File: config.mk
export PLATFORM = sky130hd
export DESIGN_NAME = pc_sequencer_flat
export DESIGN_NICKNAME = d
export VERILOG_FILES = /design/src/rtl/pc_sequencer_if.sv /design/src/rtl/pc_sequencer.sv /design/src/flat_wrapper.sv
export SDC_FILE = /design/constraint.sdc
export NUM_CORES = 1
export LEC_CHECK = 0
export BUFFER_PORTS_ARGS = -buffer_cell sky130_fd_sc_hd__buf_2
export CORE_UTILIZATION = 32
export CTS_CLUSTER_DIAMETER = 120
export DETAILED_ROUTE_END_ITERATION = 10
export HOLD_SLACK_MARGIN = 0.02
export SLEW_MARGIN = 20
export SYNTH_ARGS = -nofsm -noshare
export SYNTH_HDL_FRONTEND = slang
export SYNTH_SLANG_ARGS = --single-unit
File: constraint.sdc
create_clock -name clk -period 2.8 [get_ports clk]
set_input_delay 0.28 -clock clk [delete_from_list [all_inputs] [get_ports clk]]
set_output_delay 0.28 -clock clk [all_outputs]
set_load 0.01 [all_outputs]
File: src/rtl/pc_sequencer_if.sv
// Fetch-side bundle between control unit and pc_sequencer.
// master = control/datapath side, slave = sequencer.
interface pc_sequencer_if;
    localparam int unsigned XLEN = 32;

    logic            stall;
    logic            branch_taken;
    logic [XLEN-1:0] branch_target;
    logic            jump;
    logic [XLEN-1:0] jump_target;
    logic            exc_req;
    logic            halt;
    logic            resume;
    logic [XLEN-1:0] pc;
    logic [XLEN-1:0] pc_plus4;
    logic            fetch_valid;
    logic            misalign_err;
    logic [1:0]      seq_state;

    modport master (
        output stall, branch_taken, branch_target, jump, jump_target,
               exc_req, halt, resume,
        input  pc, pc_plus4, fetch_valid, misalign_err, seq_state
    );

    modport slave (
        input  stall, branch_taken, branch_target, jump, jump_target,
               exc_req, halt, resume,
        output pc, pc_plus4, fetch_valid, misalign_err, seq_state
    );
endinterface

File: src/rtl/pc_sequencer.sv
// Program-counter sequencer: BOOT/RUN/HALT control, next-PC selection, misaligned-target trap.
// Optional MIPS branch delay slot enabled by defining PC_DELAY_SLOT_EN.
module pc_sequencer #(
    parameter logic [31:0] RESET_VECTOR = 32'h0000_0000,
    parameter logic [31:0] EXC_VECTOR   = 32'h0000_0080
) (
    input  logic           clk,
    input  logic           rst,
    pc_sequencer_if.slave  bus
);
    localparam int unsigned XLEN = 32;

    typedef enum logic [1:0] {
        ST_BOOT = 2'b00,
        ST_RUN  = 2'b01,
        ST_HALT = 2'b10
    } state_e;

    state_e          state_q;
    logic [XLEN-1:0] pc_q;
    logic            misalign_q;
    logic [XLEN-1:0] pc_plus4;
    logic            redir_valid;
    logic [XLEN-1:0] redir_target;
    logic            redir_misalign;

`ifdef PC_DELAY_SLOT_EN
    logic            pend_valid_q;
    logic [XLEN-1:0] pend_target_q;
    logic            pend_misalign;

    assign pend_misalign = |pend_target_q[1:0];
`endif

    assign pc_plus4 = pc_q + XLEN'(4);

    // Redirect source select: jump outranks a taken branch.
    always_comb begin
        redir_valid  = 1'b0;
        redir_target = '0;
        if (bus.jump) begin
            redir_valid  = 1'b1;
            redir_target = bus.jump_target;
        end else if (bus.branch_taken) begin
            redir_valid  = 1'b1;
            redir_target = bus.branch_target;
        end
    end

    assign redir_misalign = |redir_target[1:0];

    // Sequencer FSM and PC register.
    always_ff @(posedge clk) begin
        if (rst) begin
            state_q    <= ST_BOOT;
            pc_q       <= RESET_VECTOR;
            misalign_q <= 1'b0;
`ifdef PC_DELAY_SLOT_EN
            pend_valid_q  <= 1'b0;
            pend_target_q <= '0;
`endif
        end else begin
            misalign_q <= 1'b0;
            case (state_q)
                ST_BOOT: state_q <= ST_RUN;

                ST_RUN: begin
                    if (bus.exc_req) begin
                        pc_q <= EXC_VECTOR;
`ifdef PC_DELAY_SLOT_EN
                        pend_valid_q <= 1'b0;
`endif
                    end else if (!bus.stall) begin
                        if (bus.halt) begin
                            state_q <= ST_HALT;
`ifdef PC_DELAY_SLOT_EN
                        end else if (pend_valid_q) begin
                            // Delay slot retiring: load the held target, ignore new redirects.
                            pc_q         <= pend_misalign ? EXC_VECTOR : pend_target_q;
                            misalign_q   <= pend_misalign;
                            pend_valid_q <= 1'b0;
                        end else if (redir_valid) begin
                            pend_valid_q  <= 1'b1;
                            pend_target_q <= redir_target;
                            pc_q          <= pc_plus4;
`else
                        end else if (redir_valid) begin
                            pc_q       <= redir_misalign ? EXC_VECTOR : redir_target;
                            misalign_q <= redir_misalign;
`endif
                        end else begin
                            pc_q <= pc_plus4;
                        end
                    end
                end

                ST_HALT: begin
                    if (bus.exc_req) begin
                        pc_q    <= EXC_VECTOR;
                        state_q <= ST_RUN;
`ifdef PC_DELAY_SLOT_EN
                        pend_valid_q <= 1'b0;
`endif
                    end else if (!bus.stall && bus.resume) begin
                        pc_q    <= pc_plus4;
                        state_q <= ST_RUN;
                    end
                end

                default: state_q <= ST_BOOT;
            endcase
        end
    end

    assign bus.pc           = pc_q;
    assign bus.pc_plus4     = pc_plus4;
    // Qualifies the current fetch, so it follows this cycle's stall.
    assign bus.fetch_valid  = (state_q == ST_RUN) && !bus.stall;
    assign bus.misalign_err = misalign_q;
    assign bus.seq_state    = 2'(state_q);

endmodule

File: src/flat_wrapper.sv
// flat-port wrapper written by rule: the top's interface ports become plain ports
module pc_sequencer_flat 
#(
    parameter logic [31:0] RESET_VECTOR = 32'h0000_0000,
    parameter logic [31:0] EXC_VECTOR   = 32'h0000_0080
)
  (clk, rst, bus_stall, bus_branch_taken, bus_branch_target, bus_jump, bus_jump_target, bus_exc_req, bus_halt, bus_resume, bus_pc, bus_pc_plus4, bus_fetch_valid, bus_misalign_err, bus_seq_state);
  pc_sequencer_if bus_i ();
  input  logic clk;
  input  logic rst;
  input wire logic [$bits(bus_i.stall)-1:0] bus_stall;
  input wire logic [$bits(bus_i.branch_taken)-1:0] bus_branch_taken;
  input wire logic [$bits(bus_i.branch_target)-1:0] bus_branch_target;
  input wire logic [$bits(bus_i.jump)-1:0] bus_jump;
  input wire logic [$bits(bus_i.jump_target)-1:0] bus_jump_target;
  input wire logic [$bits(bus_i.exc_req)-1:0] bus_exc_req;
  input wire logic [$bits(bus_i.halt)-1:0] bus_halt;
  input wire logic [$bits(bus_i.resume)-1:0] bus_resume;
  output wire logic [$bits(bus_i.pc)-1:0] bus_pc;
  output wire logic [$bits(bus_i.pc_plus4)-1:0] bus_pc_plus4;
  output wire logic [$bits(bus_i.fetch_valid)-1:0] bus_fetch_valid;
  output wire logic [$bits(bus_i.misalign_err)-1:0] bus_misalign_err;
  output wire logic [$bits(bus_i.seq_state)-1:0] bus_seq_state;
  assign bus_i.stall = bus_stall;
  assign bus_i.branch_taken = bus_branch_taken;
  assign bus_i.branch_target = bus_branch_target;
  assign bus_i.jump = bus_jump;
  assign bus_i.jump_target = bus_jump_target;
  assign bus_i.exc_req = bus_exc_req;
  assign bus_i.halt = bus_halt;
  assign bus_i.resume = bus_resume;
  assign bus_pc = bus_i.pc;
  assign bus_pc_plus4 = bus_i.pc_plus4;
  assign bus_fetch_valid = bus_i.fetch_valid;
  assign bus_misalign_err = bus_i.misalign_err;
  assign bus_seq_state = bus_i.seq_state;
  pc_sequencer #(.RESET_VECTOR(RESET_VECTOR), .EXC_VECTOR(EXC_VECTOR)) u_core (.clk(clk), .rst(rst), .bus(bus_i));
endmodule
==> flow_summary.json, run 1 <==
{
  "outcome": "finished clean",
  "hp-class": "input pin to flop",
  "n_antenna_cell": 0,
  "skew_ns": 0.00787,
  "post-dp-hpwl_mm": 8.75,
  "ys_ff_latch": 35,
  "grt_max_degree": 34,
  "place_congestion": 0.898,
  "htree_levels": 2,
  "min-delay-start": "bus_halt",
  "cts_root_buf": "clkbuf_8",
  "postCtsHoldBufs": 0,
  "rrSetupSlack_ns": 0.48,
  "fin_tns_setup_ns": 0,
  "syn2layout_area_growth_pct": 29.2,
  "cts_setup_buffers": 0,
  "clk_latency_ns": 0.29,
  "crit_type": "flop to output pin",
  "met3_usage_pct": 3.13,
  "die_y_um": 100,
  "grt_pass1_wl_mm": 18.1,
  "routedWlPerCell_um": 17.1,
  "crit_fanout": 12,
  "drt_iter0_drc": 235,
  "cts_buffers": 5,
  "r2r_cells": 8,
  "row_count": 35,
  "min_period_ns": 2.56,
  "cts_num_sinks": 35,
  "io_buffers": 139,
  "worst_slew_margin_rel_pct": 50.7,
  "postPlaceCellArea_um2": 3900,
  "crit_required_ns": 2.52,
  "grt_setup_unrepaired": "false",
  "worstReg2RegEnd": "u_core.bus.pc[27]",
  "synthArstFlopShare_pct": 0,
  "routed_wl_mm": 11.5,
  "final_util_pct": 42.9,
  "r2r-start": "u_core.bus.seq_state[0]",
  "postCtsResizedCells": 0,
  "met1_usage_pct": 31.5,
  "via_per_inst": 5.68,
  "grt_overflow": 0,
  "ioPinCount": 140,
  "grt_pass1_vias": 3516,
  "finalCritPeriodShare_pct": 91.4,
  "avgSynthCellArea_um2": 7.43,
  "drt_pass1_iterations": 4,
  "ys_warn_count": 0,
  "die-area_um2": 10100,
  "dp_cells": 663,
  "synth_edf_count": 0,
  "antenna_found_initial": 0,
  "grt_use_met2_pct": 36.7,
  "tightestPinTransition_ns": 0.735,
  "cts_tree": "yes",
  "maxSlewViolCount": 0,
  "coreArea_um2": 9330,
  "drc": 0,
  "min_to": "u_core.bus.misalign_err",
  "syn_area_um2": 3100,
  "drive_above_1_share_pct": 32.1,
  "cellPowerDensity_nw_per_um2": 703,
  "syn_nets": 494,
  "ir_drop_mv": 0.345,
  "power.leakage_nw": 1.78,
  "initial_core_util_pct": 33.2,
  "final_hold_viol_count": 0,
  "nNetsFinal": 618,
  "setup_violations": 0,
  "ys_seq_area_share_pct": 22.6,
  "worstPathArrival_ns": 2.28,
  "maxCapViolCount": 0,
  "ys_types": 61,
  "cp-end-kind": "output pin",
  "synthesis.instances": 417,
  "cts.path.max_buffers": 2,
  "fin_area_um2": 4000,
  "layoutNonFillerInstCount": 671,
  "worstSetupStartpointType": "flop",
  "worstHoldPathCells": 2,
  "max_freq_mhz": 391,
  "groute.usage.overall_pct": 22.7,
  "final_antenna_net_count": 0,
  "synth_flop_cell": "dfxtp_1",
  "clk_pin_slew_ns": 0.08,
  "die_w_um": 100,
  "vias": 3808,
  "busiest_layer": "met2"
}
## sequential cells by signal, summed over array words and instances, names as in the netlist
register,cells
u_core.bus.misalign_err,1
u_core.bus.pc,32
u_core.bus.seq_state,2
## placed cells by master (no fill, tap or decap), types with 6 or more instances in the layout
cell type / instances
a211oi_1: 6
a21oi_1: 22
a221oi_1: 6
a22oi_1: 20
and3_1: 6
buf_2: 139
buf_4: 16
clkbuf_8: 7
dfxtp_1: 35
inv_1: 13
nand2_1: 19
nand3_1: 15
nor2_1: 41
nor3_1: 19
o21ai_0: 21
o22ai_1: 27
xnor2_1: 19
xor2_1: 9
## power by group
group	leakage [nW]	switching (mW)	internal (mW)	total [mW]
registers	0.285	0.165	0.616	0.781
clock network	0.0515	0.194	0.225	0.419
logic	1.44	0.970	0.643	1.61
total	1.78	1.33	1.48	2.81
## worst max path at each step
stage / slack (ns) / cells after the start / to / from
2_1_floorplan: 0.61 / 9 / u_core.bus.pc[6] / u_core.bus.seq_state[0]
3_3_place_gp: 0.54 / 5 / bus_pc_plus4[25] / u_core.bus.pc[9]
3_5_place_dp: 0.41 / 5 / u_core.bus.pc[27] / u_core.bus.pc[9]
4_1_cts: 0.11 / 5 / bus_pc_plus4[25] / u_core.bus.pc[9]
5_1_grt: 0.03 / 5 / bus_pc_plus4[29] / u_core.bus.pc[9]
6_report: 0.24 / 5 / bus_pc_plus4[25] / u_core.bus.pc[9]
## cells by family (layout without fill, tap and decap cells)
kind of cell / after synthesis / in the layout / share of synthesized area, %
xor gates and xnor gates: 28 / 28 / 7.92
AOI/OAI and AO/OA: 152 / 152 / 34.5
buffers and inverters: 53 / 178 / 7.72
adders and majority gates: 5 / 5 / 2.02
and+or+nand+nor: 139 / 139 / 23.6
muxes: 5 / 5 / 1.66
DFF: 35 / 35 / 22.6
## final cells by class
type | instances | area, µm²
clock buffers | 8 | 100
well taps | 129 | 161
repair buffers | 155 | 816
flip-flops and latches | 35 | 701
fillers | 984 | 5330
inverters | 15 | 56.3
multi-input cells | 329 | 2170
## critical path: stages, from the launching register on
cell     delay (ns)
dfxtp_1        0.46
and4_1         0.42
and4_2         0.48
a31oi_1        0.15
or2_2          0.33
buf_2          0.14
## Yosys cell counts, types with 3 or more instances
master / number / share of area [%]
inv_1: 13 / 1.6
xor2_1: 9 / 2.5
o211ai_1: 5 / 1.2
o21a_1: 4 / 0.97
nand2_1: 19 / 2.3
a221oi_1: 6 / 1.7
a22o_1: 5 / 1.4
o21ai_0: 21 / 3.4
o22a_1: 3 / 0.85
nor4_1: 5 / 1.0
a21oi_1: 22 / 3.6
nand4_1: 4 / 0.81
nand2b_1: 4 / 0.81
and3_1: 6 / 1.2
nor3_1: 19 / 3.1
dfxtp_1: 35 / 23
buf_2: 11 / 1.8
a22oi_1: 20 / 4.8
a221o_1: 5 / 1.6
nor2b_1: 6 / 1.2
mux2i_1: 4 / 1.3
xnor2_1: 19 / 5.4
o31ai_1: 3 / 0.73
a311o_1: 4 / 1.3
nor2_1: 41 / 5.0
buf_4: 3 / 0.73
nand3_1: 15 / 2.4
a211oi_1: 6 / 1.5
clkbuf_1: 20 / 2.4
and4_1: 6 / 1.7
o22ai_1: 27 / 5.5
ha_1: 5 / 2.0
o221ai_1: 3 / 0.85
## stage by stage
| stage | power [mW] | hold WS, ns | setup WS [ns] |
|---|---|---|---|
| 3_3_place_gp | 2.36 | 0.430 | 0.541 |
| 4_1_cts | 2.82 | 0.309 | 0.114 |
| 2_1_floorplan | 1.78 | 0.448 | 0.607 |
| 3_5_place_dp | 2.39 | 0.434 | 0.411 |
| 6_report | 2.81 | 0.314 | 0.242 |
| 5_1_grt | 3.03 | 0.312 | 0.0281 |
## metal layers
layer | share of wire, % | routed length [µm] | up-vias
met2 | 47 | 5370 | 138
met5 | 0 | 0 | -
met3 | 6.3 | 717 | 14
met1 | 45 | 5150 | 1815
met4 | 1.8 | 205 | 0
li1 | - | - | 1841
Power figures use the tool's default switching activity.
==> run 2: changes to the inputs <==
--- a/config.mk
+++ b/config.mk
@@ -6,11 +6,10 @@
 export NUM_CORES = 1
 export LEC_CHECK = 0
 export BUFFER_PORTS_ARGS = -buffer_cell sky130_fd_sc_hd__buf_2
-export CORE_UTILIZATION = 32
+export CORE_UTILIZATION = 30
 export CTS_CLUSTER_DIAMETER = 120
 export DETAILED_ROUTE_END_ITERATION = 10
 export HOLD_SLACK_MARGIN = 0.02
-export SLEW_MARGIN = 20
 export SYNTH_ARGS = -nofsm -noshare
 export SYNTH_HDL_FRONTEND = slang
 export SYNTH_SLANG_ARGS = --single-unit
==> flow_summary.json, run 2 (synthesized netlist as in run 1, its figures left out) <==
{
  "via_per_inst": 5.66,
  "cellPowerDensity_nw_per_um2": 714,
  "setup_violations": 0,
  "hp-class": "input pin to flop",
  "tightestPinTransition_ns": 0.659,
  "ir_drop_mv": 0.287,
  "cts_root_buf": "clkbuf_8",
  "htree_levels": 2,
  "internal_power_mw": 1.52,
  "crit_type": "flop to output pin",
  "max_freq_mhz": 387,
  "maxSlewViolCount": 0,
  "worstPathArrival_ns": 2.31,
  "cts_buffers": 5,
  "crit_required_ns": 2.52,
  "cts.path.max_buffers": 2,
  "grt_overflow": 0,
  "final_common_cell": "buf_2",
  "worstSetupStartpointType": "flop",
  "p_comb_share_pct": 54.6,
  "routedWlPerCell_um": 17.8,
  "finalCritPeriodShare_pct": 92.4,
  "groute.usage.overall_pct": 21.8,
  "maxCapViolCount": 0,
  "rrSetupSlack_ns": 0.24,
  "largest_reg_flops": 32,
  "syn2layout_area_growth_pct": 29.0,
  "grt_pass1_vias": 3581,
  "drt_iter0_drc": 283,
  "cts_num_sinks": 35,
  "drt_pass1_iterations": 5,
  "grt_max_degree": 34,
  "skew_ns": 0.00840,
  "n_antenna_cell": 0,
  "routed_wl_mm": 12.0,
  "coreArea_um2": 9910,
  "fin_tns_setup_ns": 0,
  "p_clk_share_pct": 17.7,
  "nNetsFinal": 614,
  "cp-end-kind": "output pin",
  "fillCellCount": 1089,
  "clk_pin_slew_ns": 0.08,
  "final_cell_mix": "139 x buf_2, 41 x nor2_1, 35 x dfxtp_1, 27 x o22ai_1, 22 x a21oi_1",
  "io_buffers": 139,
  "swShare_pct": 46.6,
  "fin_ws_ns": 0.213,
  "p_sw_mw": 1.33,
  "cts_setup_buffers": 0,
  "grt_setup_unrepaired": "false",
  "final_hold_viol_count": 0,
  "die_w_um": 104,
  "worst_slew_margin_rel_pct": 56.1,
  "vias": 3798,
  "drive_above_1_share_pct": 31.8,
  "place_ws_ns": 0.264,
  "place_congestion": 0.884,
  "final_antenna_net_count": 0,
  "outcome": "finished clean",
  "clk_latency_ns": 0.30,
  "grt_pass1_wl_mm": 19.1,
  "min_period_ns": 2.59,
  "post-dp-hpwl_mm": 8.81,
  "crit_fanout": 10,
  "cts_tree": "yes",
  "power.leakage_nw": 1.77,
  "antenna_found_initial": 0,
  "die-area_um2": 10700,
  "ioPinCount": 140,
  "row_count": 36,
  "seq_power_share_pct": 27.7,
  "initial_core_util_pct": 31.2,
  "final_util_pct": 40.3,
  "die_y_um": 104,
  "drc": 0
}
## run 2: changes by cell type in the layout (fill, tap and decap cells not counted)
cell	change
buf_4	-4
bufinv_16	+1
clkbuf_1	-1
clkbuf_8	-1
clkinv_2	+1
## run 2: routing by layer
metal / wire length [µm] / GRT usage [%] / share of wire, %
met1: 5230 / 29.5 / 44
met2: 5490 / 34.5 / 46
met3: 1010 / 4.66 / 8.4
met4: 225 / 6.94 / 1.9
met5: 0 / 0 / 0
## run 2: power by group through the flow
| stage | logic, mW | registers [mW] | clock network (mW) |
|---|---|---|---|
| 5_1_grt | 1.73 | 0.813 | 0.531 |
| 2_1_floorplan | 0.969 | 0.814 | 0 |
| 4_1_cts | 1.56 | 0.787 | 0.506 |
| 3_3_place_gp | 1.54 | 0.794 | 0 |
| 6_report | 1.56 | 0.790 | 0.504 |
| 3_5_place_dp | 1.55 | 0.799 | 0 |
## run 2: final cells by class
type | instances | area (µm²) | area share [%]
clock buffers | 6 | 82.6 | 2.07
clock inverters | 2 | 35.0 | 0.877
inverters | 15 | 56.3 | 1.41
multi-input cells | 329 | 2170 | 54.3
flip-flops and latches | 35 | 701 | 17.5
well taps | 133 | 166 | 4.17
repair buffers | 151 | 786 | 19.7
## run 2: metrics by stage
stage,power [mW],cells,hold slack [ns],area [µm²]
final,2.85,671,0.322,3990
after global routing,3.07,671,0.332,3990
after CTS,2.86,671,0.316,3990
after detailed placement,2.35,663,0.437,3870
after global placement,2.33,663,0.430,3870
after floorplan,1.78,417,0.448,3100
## run 2: worst paths after layout
| check | start | end | depth (start not counted) |
|---|---|---|---|
| hold reg to reg | u_core.bus.pc[1] | u_core.bus.pc[1] | 2 |
| hold / removal | bus_branch_target[26] | u_core.bus.pc[26] | 3 |
| setup reg to reg | u_core.bus.seq_state[0] | u_core.bus.pc[29] | 7 |
| setup / recovery | u_core.bus.pc[2] | bus_pc_plus4[30] | 6 |
## run 2: timing repair
item | in CTS | in global routing
resized for setup | 0 | 1
hold buffers | 0 | 0
setup endpoints to repair | 0 | 2
## run 2: critical path, stage by stage, from the launching register on
cell and delay, ns:
dfxtp_1 0.43, ha_1 0.24, and3_1 0.29, nand4_4 0.25, nor4_2 0.35, xor2_1 0.26, buf_2 0.18
==> run 3: changes to the inputs <==
--- a/config.mk
+++ b/config.mk
@@ -10,6 +10,8 @@
 export CTS_CLUSTER_DIAMETER = 120
 export DETAILED_ROUTE_END_ITERATION = 10
 export HOLD_SLACK_MARGIN = 0.02
+export PLACE_DENSITY = 0.66
+export RECOVER_POWER = 25
 export SYNTH_ARGS = -nofsm -noshare
 export SYNTH_HDL_FRONTEND = slang
 export SYNTH_SLANG_ARGS = --single-unit
==> flow_summary.json, run 3 (synthesized netlist as in run 1, its figures left out) <==
{
  "final_common_cell": "buf_2",
  "power_mw": 2.81,
  "finalCritPeriodShare_pct": 96.0,
  "setup_violations": 0,
  "routed_wl_mm": 11.8,
  "die_w_um": 104,
  "place_ws_ns": 0.234,
  "cellPowerDensity_nw_per_um2": 710,
  "post-dp-hpwl_mm": 8.84,
  "cts.path.max_buffers": 2,
  "die-area_um2": 10700,
  "rrSetupSlack_ns": 0.30,
  "crit_type": "flop to output pin",
  "maxSlewViolCount": 0,
  "clk_latency_ns": 0.30,
  "hp-class": "input pin to flop",
  "coreArea_um2": 9910,
  "maxCapViolCount": 0,
  "place_congestion": 0.883,
  "ioPinCount": 140,
  "fin_tns_setup_ns": 0,
  "cts_setup_buffers": 0,
  "drc": 0,
  "drive_above_1_share_pct": 27.3,
  "fin_ws_ns": 0.112,
  "crit_fanout": 12,
  "cp-end-kind": "output pin",
  "worstPathArrival_ns": 2.41,
  "clk_pin_slew_ns": 0.09,
  "power.leakage_nw": 1.67,
  "min_period_ns": 2.69,
  "grt_pass1_wl_mm": 18.7,
  "routedWlPerCell_um": 17.5,
  "grt_setup_unrepaired": "false",
  "grt_pass1_vias": 3774,
  "cts_tree": "yes",
  "grt_max_degree": 37,
  "die_y_um": 104,
  "layoutNonFillerInstCount": 671,
  "drt_pass1_iterations": 4,
  "dp_cells": 663,
  "syn2layout_area_growth_pct": 27.9,
  "io_buffers": 139,
  "n_antenna_cell": 0,
  "initial_core_util_pct": 31.2,
  "row_count": 36,
  "cts_num_sinks": 35,
  "worstSetupStartpointType": "flop",
  "ir_drop_mv": 0.351,
  "fillCellCount": 1060,
  "postCtsHoldBufs": 0,
  "grt_overflow": 0,
  "worst_slew_margin_rel_pct": 54.9,
  "final_cell_mix": "115 x buf_2, 41 x nor2_1, 35 x dfxtp_1, 27 x o22ai_1, 24 x clkbuf_1",
  "nNetsFinal": 614,
  "outcome": "finished clean",
  "largest_reg_flops": 32,
  "antenna_found_initial": 0,
  "tightestPinTransition_ns": 0.676,
  "final_util_pct": 40.0,
  "htree_levels": 2,
  "skew_ns": 0.0155,
  "cts_root_buf": "clkbuf_8",
  "drt_iter0_drc": 340,
  "groute.usage.overall_pct": 21.3,
  "crit_required_ns": 2.52,
  "max_freq_mhz": 372,
  "via_per_inst": 5.64,
  "final_antenna_net_count": 0,
  "final_hold_viol_count": 0,
  "vias": 3784,
  "cts_buffers": 5
}
## run 3: per-layer routing
metal  up-vias  share of wire (%)  track usage (%)
li1       1826                  -                -
met3        18                6.9             4.03
met4         0                1.7             7.04
met5         -                  0                0
met2       160                 45             34.7
met1      1780                 46             28.0
## run 3: worst max-delay path, cell delays in order (launching register included)
cell	delay, ns
dfxtp_1	0.42
and4_1	0.41
and4_1	0.58
a31oi_1	0.21
or2_2	0.34
buf_2	0.15
## run 3: stage by stage
stage | cell area, µm² | hold WS, ns
5_1_grt | 3960 | 0.326
2_1_floorplan | 3100 | 0.448
3_5_place_dp | 3870 | 0.434
4_1_cts | 3990 | 0.295
3_3_place_gp | 3870 | 0.425
6_report | 3960 | 0.298
## run 3: timing repair
item / in CTS / in global routing
endpoints found under the setup margin: 0 / 1
resized for setup: 0 / 1
endpoints found under the hold margin: 0 / 0
## run 3: final timing paths
kind,startpoint,end,depth (start not counted)
max,u_core.bus.pc[10],bus_pc_plus4[25],5
min,bus_branch_target[15],u_core.bus.pc[15],3
max reg2reg,u_core.bus.seq_state[0],u_core.bus.pc[29],7
min reg2reg,u_core.bus.pc[1],u_core.bus.pc[1],2
## run 3: final cells by class
cell class	count	area, µm²	area share (%)
clock inverters	3	43.8	1.11
well taps	133	166	4.20
multi-input cells	329	2170	54.8
clock buffers	5	68.8	1.74
inverters	15	56.3	1.42
repair buffers	151	756	19.1
flip-flops and latches	35	701	17.7
## run 3: where the power goes
part           total [mW]  internal (mW)  leakage [nW]  switching [mW]
clock network       0.477          0.265        0.0581           0.212
registers           0.792          0.616         0.285           0.176
logic                1.54          0.602          1.32           0.941
